**config.mk**
```make
export PLATFORM = sky130hd
export DESIGN_NAME = mem_access_unit
export DESIGN_NICKNAME = d
export VERILOG_FILES = /design/src/rtl/lsq_pkg.sv /design/src/rtl/timeout_counter.sv /design/src/rtl/mem_access_unit.sv
export SDC_FILE = /design/constraint.sdc
export NUM_CORES = 1
export LEC_CHECK = 0
export BUFFER_PORTS_ARGS = -buffer_cell sky130_fd_sc_hd__buf_2
export CAP_MARGIN = 5
export CORE_MARGIN = 10
export CORE_UTILIZATION = 50
export CTS_CLUSTER_DIAMETER = 120
export DETAILED_ROUTE_END_ITERATION = 6
export HOLD_SLACK_MARGIN = 0.03
export PLACE_DENSITY = 0.95
export SETUP_SLACK_MARGIN = 0.1
export SLEW_MARGIN = 20
export SYNTH_ARGS = -nofsm -noshare
export SYNTH_HDL_FRONTEND = slang
export SYNTH_SLANG_ARGS = --single-unit
```
**constraint.sdc**
```tcl
create_clock -name clk -period 9 [get_ports clk]
set_clock_uncertainty 0.2 [all_clocks]
set_input_delay 1.35 -clock clk [delete_from_list [all_inputs] [get_ports clk]]
set_output_delay 1.35 -clock clk [all_outputs]
set_load 0.01 [all_outputs]
```
**src/rtl/lsq_pkg.sv**
```systemverilog
// rtl/lsq_pkg.sv - shared op and state types for the load/store queue memory path
package lsq_pkg;

  typedef enum logic {
    OP_LOAD  = 1'b0,
    OP_STORE = 1'b1
  } mem_op_e;

  typedef enum logic [1:0] {
    IDLE    = 2'd0,
    REQ     = 2'd1,
    RELEASE = 2'd2
  } mau_state_e;

endpackage

```
**src/rtl/timeout_counter.sv**
```systemverilog
// rtl/timeout_counter.sv - saturating REQ-phase cycle counter with expiry strobe
module timeout_counter #(
  parameter int TIMEOUT_CYCLES = 255
) (
  input  logic clk,
  input  logic async_rst,
  input  logic clk_en,
  input  logic clear,
  input  logic inc,
  output logic expired
);

  localparam int CW = $clog2(TIMEOUT_CYCLES + 1);
  localparam logic [CW-1:0] LIMIT = CW'(TIMEOUT_CYCLES);
  localparam logic [CW-1:0] LAST  = CW'(TIMEOUT_CYCLES - 1);

  logic [CW-1:0] count_q, count_d;

  always_comb begin
    count_d = count_q;
    if (clear) begin
      count_d = '0;
    end else if (inc && (count_q != LIMIT)) begin
      count_d = count_q + CW'(1);
    end
  end

  // Strobes on the increment that reaches the limit, so REQ lasts exactly TIMEOUT_CYCLES cycles.
  assign expired = inc && !clear && (count_q == LAST);

  always_ff @(posedge clk or posedge async_rst) begin
    if (async_rst) begin
      count_q <= '0;
    end else if (clk_en) begin
      count_q <= count_d;
    end
  end

endmodule

```
**src/rtl/mem_access_unit.sv**
```systemverilog
// rtl/mem_access_unit.sv - runs one committed LSQ op at a time on a four-phase req/ack memory port
module mem_access_unit
  import lsq_pkg::*;
#(
  parameter int MEM_ADDR_WIDTH = 32,
  parameter int DATA_WIDTH     = 32,
  parameter int TIMEOUT_CYCLES = 255
) (
  input  logic                      clk,
  input  logic                      async_rst,
  input  logic                      clk_en,
  input  logic                      lsq_valid,
  output logic                      lsq_ready,
  input  logic                      lsq_load_store,
  input  logic [MEM_ADDR_WIDTH-1:0] lsq_addr,
  input  logic [DATA_WIDTH-1:0]     lsq_data,
  output logic                      mem_req,
  output logic                      mem_we,
  output logic [MEM_ADDR_WIDTH-1:0] mem_addr,
  output logic [DATA_WIDTH-1:0]     mem_wdata,
  input  logic                      mem_ack,
  input  logic [DATA_WIDTH-1:0]     mem_rdata,
  output logic                      load_valid,
  output logic [DATA_WIDTH-1:0]     load_data,
  output logic                      misalign_err,
  output logic                      timeout_err
);

  // Low address bits that must be zero for a word-aligned access; empty mask for byte-wide data.
  localparam logic [MEM_ADDR_WIDTH-1:0] ALIGN_MASK = MEM_ADDR_WIDTH'(DATA_WIDTH / 8 - 1);

  mau_state_e                state_q, state_d;
  mem_op_e                   op_q, op_d;
  logic                      mem_req_q, mem_req_d;
  logic [MEM_ADDR_WIDTH-1:0] mem_addr_q, mem_addr_d;
  logic [DATA_WIDTH-1:0]     mem_wdata_q, mem_wdata_d;
  logic                      load_valid_q, load_valid_d;
  logic [DATA_WIDTH-1:0]     load_data_q, load_data_d;
  logic                      misalign_q, misalign_d;
  logic                      timeout_err_q, timeout_err_d;

  logic accept;
  logic misaligned;
  logic cnt_clear;
  logic cnt_inc;
  logic cnt_expired;

  assign lsq_ready  = (state_q == IDLE) && clk_en;
  assign accept     = lsq_valid && lsq_ready;
  assign misaligned = |(lsq_addr & ALIGN_MASK);

  timeout_counter #(
    .TIMEOUT_CYCLES(TIMEOUT_CYCLES)
  ) u_timeout_counter (
    .clk      (clk),
    .async_rst(async_rst),
    .clk_en   (clk_en),
    .clear    (cnt_clear),
    .inc      (cnt_inc),
    .expired  (cnt_expired)
  );

  always_comb begin
    state_d       = state_q;
    op_d          = op_q;
    mem_req_d     = mem_req_q;
    mem_addr_d    = mem_addr_q;
    mem_wdata_d   = mem_wdata_q;
    load_valid_d  = 1'b0;
    load_data_d   = load_data_q;
    misalign_d    = 1'b0;
    timeout_err_d = timeout_err_q;
    cnt_clear     = 1'b0;
    cnt_inc       = 1'b0;

    case (state_q)
      IDLE: begin
        if (accept) begin
          if (misaligned) begin
            misalign_d = 1'b1;
          end else begin
            state_d     = REQ;
            op_d        = mem_op_e'(lsq_load_store);
            mem_req_d   = 1'b1;
            mem_addr_d  = lsq_addr;
            mem_wdata_d = lsq_data;
            cnt_clear   = 1'b1;
          end
        end
      end

      REQ: begin
        cnt_inc = 1'b1;
        // An ack on the expiry cycle still completes the op.
        if (mem_ack) begin
          state_d   = RELEASE;
          mem_req_d = 1'b0;
          if (op_q == OP_LOAD) begin
            load_valid_d = 1'b1;
            load_data_d  = mem_rdata;
          end
        end else if (cnt_expired) begin
          state_d       = RELEASE;
          mem_req_d     = 1'b0;
          timeout_err_d = 1'b1;
        end
      end

      RELEASE: begin
        if (!mem_ack) begin
          state_d = IDLE;
        end
      end

      default: begin
        state_d   = IDLE;
        mem_req_d = 1'b0;
      end
    endcase
  end

  always_ff @(posedge clk or posedge async_rst) begin
    if (async_rst) begin
      state_q       <= IDLE;
      op_q          <= OP_LOAD;
      mem_req_q     <= 1'b0;
      mem_addr_q    <= '0;
      mem_wdata_q   <= '0;
      load_valid_q  <= 1'b0;
      load_data_q   <= '0;
      misalign_q    <= 1'b0;
      timeout_err_q <= 1'b0;
    end else if (clk_en) begin
      state_q       <= state_d;
      op_q          <= op_d;
      mem_req_q     <= mem_req_d;
      mem_addr_q    <= mem_addr_d;
      mem_wdata_q   <= mem_wdata_d;
      load_valid_q  <= load_valid_d;
      load_data_q   <= load_data_d;
      misalign_q    <= misalign_d;
      timeout_err_q <= timeout_err_d;
    end
  end

  assign mem_req      = mem_req_q;
  assign mem_we       = op_q;
  assign mem_addr     = mem_addr_q;
  assign mem_wdata    = mem_wdata_q;
  assign load_valid   = load_valid_q;
  assign load_data    = load_data_q;
  assign misalign_err = misalign_q;
  assign timeout_err  = timeout_err_q;

endmodule
```
### Word level (Yosys, flattened, before mapping)

Index checks and enable logic that the tools add are counted.

| word-level totals | value |
|---|---|
| register bits after elaboration | 111 |
| input bits | 102 |
| word-level logic and storage cells | 61 |

| cells by class | value |
|---|---|
| add/subtract/negate cells | 1 |
| equality and inequality tests | 8 |
| multiplexer cells | 23 |
| bitwise operators | 4 |
| reductions and logical operators | 15 |

Operators by type and width:

| cell | count |
|---|---|
| two-way mux 8 bit | 2 |
| two-way mux 1 bit | 14 |
| AND reduction 4 bit | 3 |
| two-way mux 2 bit | 5 |
| AND reduction 5 bit | 2 |
| adder 8 x 1 -> 8 bit, second input constant | 1 |
| == test 8 bit, second input constant | 1 |
| inequality test 8 bit, second input constant | 1 |
| inequality test 2 bit, second input constant | 3 |
| case mux 2 bit (3 select lines) | 1 |
| logical AND 1 bit | 5 |
| inverter 1 bit | 4 |
| inequality test 3 bit, second input constant | 1 |
| case mux 1 bit (3 select lines) | 1 |
| == test 2 x 1 -> 1 bit, second input constant | 1 |
| == test 2 bit, second input constant | 1 |
| zero test 2 bit | 1 |
| AND reduction 2 bit | 1 |
| nonzero test 2 bit | 1 |
| OR reduction 2 bit | 1 |
| zero test 1 bit | 1 |

### Depth between registers and ports, before layout

Gate-level depths: netlist (run 1).

| logic depth | value |
|---|---|
| word-level depth | 11 |
| depth in mapped cells | 7 |
| depth with buffers taken out | 5 |

### Cells and area by module

From an unflattened synthesis (run 1), not the netlist that was laid out.

| second synthesis, totals | value |
|---|---|
| cells, all modules | 287 |
| area, all modules | 4445.5 sq um |

Modules (own cells, without submodules):

| module | times used | cells each | area an instance (sq um) |
|---|---|---|---|
| mem_access_unit | 1 | 233 | 3941.3 |
| timeout_counter | 1 | 54 | 504.2 |

### Worst setup path after synthesis (run 1)

No wires, ideal clock.

| timing path | value |
|---|---|
| path kind | input -> output |
| start point | input clk_en |
| end point | output lsq_ready |
| data arrival time | 1.585 ns |
| setup slack | 5.865 ns |
| cell stages on the path | 2 |
| path buffers | 0 |
| path through | nand2b_2 -> nor2_1 |

| between the ends | value |
|---|---|
| cells in the longest elaborated chain, start to end | 1 |

RTL lines:

| element | line | source |
|---|---|---|
| start, declared | mem_access_unit.sv:11 | `input logic clk_en,` |
| logical AND 1 bit | mem_access_unit.sv:48 | `assign lsq_ready = (state_q == IDLE) && clk_en;` |
| end, declared | mem_access_unit.sv:13 | `output logic lsq_ready,` |

No other way between the ends.

### Worst setup path after layout (run 1)

Ends and elaborated chain as after synthesis.

==> flow_metrics.tcl, run 1 <==
set metrics [dict create \
    synthDominantCellAreaShare 0.636 \
    floorplan.die_area_mm2 0.0129 \
    report.final.hold_viol_count 0 \
    number_of_buffers_inserted_during_clock_tree_synthesis 9 \
    yosysWarnings 0 \
    seq_area_mm2 0.00278 \
    fp.coreArea_mm2 0.00859 \
    layout_min_cycle_time_ns 3.40 \
    gr-total-overflow 0 \
    antenna_fix_cells 0 \
    fin_crit_sh 0.378 \
    max-clock-path-buffers 2 \
    globalRouteMet1Util 0.199 \
    root_buffer "sky130_fd_sc_hd__clkbuf_8" \
    clk_pin_slew_worst_paths_ns 0.09 \
    htree_num_levels 3 \
    post_synth_main_area_contributors "sky130_fd_sc_hd__dfrtp_1 64%, sky130_fd_sc_hd__nand2_1 17%, sky130_fd_sc_hd__mux2_2 8.3%" \
    reg2reg_depth 5 \
    worst_ep_arrival_time_ns 1.85 \
    die_y_um 113 \
    routing_usage_on_met3 0.111 \
    drt-vias-per-instance 4.95 \
    setup_ws_ns 5.60 \
    cts_sinks 111 \
    fmax_mhz 294 \
    timing.final.setup_violations 0 \
    synth_sequential_area_ratio 0.636 \
    fp-row-count 34 \
    first_iter_violations 288 \
    yosysUniqueCellTypes 34 \
    critPathLaunchType "input port" \
    path_class "input port to primary output" \
    busiest_layer "met2" \
    drt_first_pass_iters 4 \
    hpwl_um 9530 \
    syn-mean-instance-area_um2 10.4 \
    io_pins 204 \
    die_w_um 113 \
    gr_layer_usage_met2 0.311 \
    clk-insertion-delay-late_ns 0.36 \
    outcome "finished clean" \
    finalSetupTns_ns 0 \
    whs_path_depth 2 \
    synthCells 420 \
    syn2layout_area_growth_pct 29.5 \
    post_cts_resize_count 0 \
    detail_route.wirelength_um 12200 \
    fin_nets 723 \
    route.detailed.wl_per_inst_um 16.7 \
    grt_util_all_layers 0.187 \
    ys_ff_latch 111 \
    fillerInstances 685 \
    category_of_the_worst_setup_path_capture_point "primary output" \
    synth_flop_cell "sky130_fd_sc_hd__dfrtp_1" \
    place_ws_ns 5.33 \
    cts_hold_buf 0 \
    final.hold.worst_slack_ns 0.280 \
    io_buffer_count 203 \
    synth_nets 524 \
    wire_length_of_the_first_global_routing_pass_um 19600 \
    hold_class "flip-flop to flip-flop" \
    tightest_slew_margin_relative_to_the_limit 0.396 \
    rsz0062_at_grt "false" \
    syn-cell-area_mm2 0.00437 \
    synth_async_sr_flop_share 1.00 \
    final_max_slew_viol_count 0 \
    multiInputGateArea_mm2 0.00149 \
    transition_time_at_the_pin_with_the_least_slew_margin_ns 0.899 \
    detail-route-antenna-nets 0 \
    critical_path_required_ns 7.45 \
    cts_tree "done" \
    maximum_number_of_pins_on_one_net_before_global_route_repair 70 \
    route.detailed.drc 0 \
    route.vias.total 3626 \
    layout.core_utilization 0.658 \
    power_leakage_nw 3.18 \
    synth_top_cell_by_area "sky130_fd_sc_hd__dfrtp_1" \
    final_gp_congestion 0.797 \
    synth_enable_flop_cells 0 \
    critical_path_peak_fanout 8 \
    grt_antenna_before_repair 0 \
    first_global_vias 3959 \
    drv_cap 0 \
    power.density_cell_area_mw_per_mm2 271 \
    initial_utilization 0.508 \
    cts_setup_buffers 0 \
    max-vdd-ir-drop_mv 0.155 \
    drive_above_1_share 0.417 \
]
-- cells by family after synthesis --
group | Yosys count | share of synthesized area
muxes | 33 | 0.0848
AOI/OAI and AO/OA | 22 | 0.0335
DFF | 111 | 0.636
buffers and inverters | 25 | 0.0269
xor gates and xnor gates | 1 | 0.00201
and+or+nand+nor | 226 | 0.211
adders and majority gates | 2 | 0.00573
-- cells in the mapped netlist (all sizes together) (2+ instances only) --
master  number
and2         4
o21ai        5
a31oi        2
nand2b       2
inv          7
nor2         8
a21oi        5
clkbuf       9
dfrtp      111
nand2      196
or3          2
nor3b        2
mux2        32
or4          2
o211ai       3
nand3        5
buf          9
o31ai        2
ha           2
-- where the power goes --
part	switching, mW	total (mW)	internal (mW)	leakage [nW]
combinational	0.268	0.492	0.224	1.69
clock	0.166	0.277	0.111	0.0901
sequential	0.0985	0.764	0.665	1.40
-- through the flow --
stage               area [um2]  power [mW]  std cells
global placement          5470        1.24        716
CTS                       5650        1.55        732
global route              5650        1.64        732
detailed placement        5470        1.28        716
finish                    5650        1.53        732
floorplan                 4370        1.01        420
-- final timing paths --
| check | slack, ns | startpoint | endpoint |
|---|---|---|---|
| min | 0.28 | mem_wdata[4] | mem_wdata[4] |
| max reg2reg | 6.44 | state_q[1] | mem_addr[24] |
| min in group asynchronous | 0.87 | async_rst | mem_addr[3] |
| max in group asynchronous | 6.56 | async_rst | mem_wdata[7] |
| min reg2reg | 0.28 | mem_wdata[4] | mem_wdata[4] |
| max | 5.60 | clk_en | lsq_ready |
-- final cells by class --
class,count,share of cell area
Sequential cell,111,0.491
Multi-Input combinational cell,284,0.263
Timing Repair Buffer,206,0.184
Clock buffer,11,0.0250
Tap cell,108,0.0239
Clock inverter,5,0.00753
Inverter,7,0.00509
-- per-layer routing --
metal / part of all wire / vias up
met5: 0 / -
li1: - / 1748
met2: 0.48 / 176
met4: 0.014 / 0
met3: 0.13 / 14
met1: 0.37 / 1688
-- cell usage in the layout (no fill, tap or decap), types with 2 or more instances in the layout --
cell	n
sky130_fd_sc_hd__o21ai_0	5
sky130_fd_sc_hd__nor2_1	8
sky130_fd_sc_hd__clkinv_4	3
sky130_fd_sc_hd__buf_2	203
sky130_fd_sc_hd__ha_1	2
sky130_fd_sc_hd__buf_4	3
sky130_fd_sc_hd__nand3_1	5
sky130_fd_sc_hd__clkbuf_8	10
sky130_fd_sc_hd__dfrtp_1	111
sky130_fd_sc_hd__o31ai_1	2
sky130_fd_sc_hd__or3_1	2
sky130_fd_sc_hd__nand2_1	196
sky130_fd_sc_hd__mux2_2	32
sky130_fd_sc_hd__and2_1	4
sky130_fd_sc_hd__a31oi_1	2
sky130_fd_sc_hd__a21oi_1	5
sky130_fd_sc_hd__o211ai_1	3
sky130_fd_sc_hd__inv_1	6
-- worst max-delay path: stages --
cell and delay (ns):
sky130_fd_sc_hd__buf_2 0.15, sky130_fd_sc_hd__nand2b_2 0.12, sky130_fd_sc_hd__nor2_1 0.09, sky130_fd_sc_hd__buf_2 0.13
-- flip-flops by register name, indices dropped and copies added (netlist names) --
| name | flops |
|---|---|
| mem_req | 1 |
| timeout_err | 1 |
| state_q | 2 |
| load_valid | 1 |
| misalign_err | 1 |
| mem_addr | 32 |
| load_data | 32 |
| mem_we | 1 |
| mem_wdata | 32 |
| u_timeout_counter.count_q | 8 |
Power figures use the tool's default switching activity.
==> inputs of run 2 (changes only) <==
--- a/config.mk
+++ b/config.mk
@@ -8,11 +8,11 @@
 export BUFFER_PORTS_ARGS = -buffer_cell sky130_fd_sc_hd__buf_2
 export CAP_MARGIN = 5
 export CORE_MARGIN = 10
-export CORE_UTILIZATION = 50
+export CORE_UTILIZATION = 46
 export CTS_CLUSTER_DIAMETER = 120
 export DETAILED_ROUTE_END_ITERATION = 6
 export HOLD_SLACK_MARGIN = 0.03
-export PLACE_DENSITY = 0.95
+export PLACE_DENSITY = 0.89
 export SETUP_SLACK_MARGIN = 0.1
 export SLEW_MARGIN = 20
 export SYNTH_ARGS = -nofsm -noshare
==> constraint.sdc (replaced) <==
create_clock -name clk -period 3.6 [get_ports clk]
set_clock_uncertainty 0.2 [all_clocks]
set_input_delay 0.54 -clock clk [delete_from_list [all_inputs] [get_ports clk]]
set_output_delay 0.54 -clock clk [all_outputs]
set_load 0.01 [all_outputs]
==> run 2 against run 1 <==
  * Critical endpoint is now mem_addr[0]
  * Flip-flop and latch count unchanged
  * Die area up 7.1%
  * Largest power group unchanged
  * Worst setup slack worse by 4.5 ns
  * Highest routed layer unchanged
  * First-iteration DRC count down 2.4%
  * Critical path depth unchanged
  * Sequential power up 150%
==> flow_metrics.tcl, run 2 (same netlist as run 1, synthesis figures left out) <==
set metrics [dict create \
    outcome "finished clean" \
    report.final.hold_viol_count 0 \
    fillerInstances 771 \
    place_inst 739 \
    max-vdd-ir-drop_mv 0.394 \
    cts_hold_buf 0 \
    detail-route-antenna-nets 0 \
    busiest_layer "met2" \
    grt_antenna_before_repair 0 \
    route.detailed.drc 0 \
    transition_time_at_the_pin_with_the_least_slew_margin_ns 0.610 \
    drv_cap 0 \
    fin_crit_sh 0.707 \
    io_pins 204 \
    power_leakage_nw 3.18 \
    syn2layout_area_growth_pct 30.4 \
    initial_utilization 0.472 \
    first_global_vias 3796 \
    first_iter_violations 281 \
    layout_min_cycle_time_ns 2.54 \
    most-common-layout-cells "203 x sky130_fd_sc_hd__buf_2, 196 x sky130_fd_sc_hd__nand2_1, 111 x sky130_fd_sc_hd__dfrtp_1" \
    critical_path_peak_fanout 40 \
    clock_network_fraction_of_design_power 0.177 \
    floorplan.die_area_mm2 0.0138 \
    post_cts_resize_count 0 \
    gr-total-overflow 0 \
    final_common_cell "sky130_fd_sc_hd__buf_2" \
    worst_ep_arrival_time_ns 2.59 \
    proportion_of_total_power_due_to_net_switching 0.347 \
    p_seq_frac 0.499 \
    timing.final.setup_violations 0 \
    wire_length_of_the_first_global_routing_pass_um 19400 \
    finalSetupTns_ns 0 \
    critPathLaunchType "flip-flop" \
    final_cells 755 \
    clk_pin_slew_worst_paths_ns 0.11 \
    final_gp_congestion 0.790 \
    regToRegStartpoint "state_q[1]" \
    final.hold.worst_slack_ns 0.0861 \
    die_y_um 117 \
    route.vias.total 3558 \
    stdcell_area_mm2 0.00569 \
    fp.coreArea_mm2 0.00924 \
    drt_first_pass_iters 4 \
    power.density_cell_area_mw_per_mm2 668 \
    max-clock-path-buffers 2 \
    path_class "flip-flop to flip-flop" \
    critical_path_required_ns 3.64 \
    setup_ws_ns 1.06 \
    tightest_slew_margin_relative_to_the_limit 0.593 \
    layout.core_utilization 0.616 \
    io_buffer_count 203 \
    comb_power_share 0.324 \
    grt_util_all_layers 0.169 \
    cts_tree "done" \
    fp-row-count 35 \
    globalRouteMet1Util 0.198 \
    htree_num_levels 3 \
    route.detailed.wl_per_inst_um 15.7 \
    p_sw_mw 1.32 \
    root_buffer "sky130_fd_sc_hd__clkbuf_8" \
    antenna_fix_cells 0 \
    fmax_mhz 393 \
    final_max_slew_viol_count 0 \
    place_ws_ns 0.900 \
    drive_above_1_share 0.419 \
    cp-startpoint "state_q[1]" \
    die_w_um 117 \
    number_of_buffers_inserted_during_clock_tree_synthesis 9 \
    gr_layer_usage_met2 0.278 \
    total_power_mw 3.80 \
    clk-insertion-delay-late_ns 0.35 \
    hpwl_um 9130 \
    cts_setup_buffers 0 \
    category_of_the_worst_setup_path_capture_point "flip-flop" \
    internal-power_mw 2.48 \
    fin_nets 725 \
    maximum_number_of_pins_on_one_net_before_global_route_repair 112 \
    rsz0062_at_grt "false" \
    routing_usage_on_met3 0.0667 \
    detail_route.wirelength_um 11900 \
    cts_sinks 111 \
    hold_class "input port to async pin" \
    dpl_cell_area_mm2 0.00552 \
    drt-vias-per-instance 4.71 \
]
run 2: cell types whose count changed in the layout (fill, tap and decap cells not counted), sizes merged:
| cell | delta |
|---|---|
| buf | +2 |
| clkinvlp | +1 |
| clkbuf | -1 |
run 2: routing by layer:
layer,vias to the layer above,wire [um]
met5,-,0
met4,0,193
met3,16,1040
met2,141,5800
met1,1656,4840
li1,1745,-
run 2: final timing paths:
kind,endpoint,slack (ns),cells past startpoint
worst max-delay path,mem_addr[0],1.06,4
worst min-delay path,load_data[11],0.09,3
worst max register to register,mem_addr[0],1.06,4
worst min register to register,mem_wdata[15],0.28,2
max in group asynchronous,mem_wdata[10],2.59,3
min in group clk,mem_addr[19],0.16,3
run 2: cell type report:
class                           instances  area [um2]  area share
Timing Repair Buffer                  208        1070       0.187
Multi-Input combinational cell        284        1490       0.261
Tap cell                              129         161      0.0284
Inverter                                7        30.0     0.00527
Sequential cell                       111        2780       0.488
Clock buffer                           10         128      0.0224
Clock inverter                          6        43.8     0.00769
run 2: critical path, cell delays in order, from the launching register on:
cell and delay (ns):
sky130_fd_sc_hd__dfrtp_1 0.44, sky130_fd_sc_hd__nand2b_2 0.24, sky130_fd_sc_hd__or4_2 0.95, sky130_fd_sc_hd__buf_4 0.39, sky130_fd_sc_hd__and2_1 0.21
run 2: power by group through the flow:
stage,Combinational [mW],Clock [mW],Sequential (mW)
global route,1.37,0.749,1.96
global placement,1.22,0,1.89
detailed placement,1.26,0,1.92
CTS,1.26,0.703,1.90
floorplan,0.432,0,2.10
finish,1.23,0.673,1.90
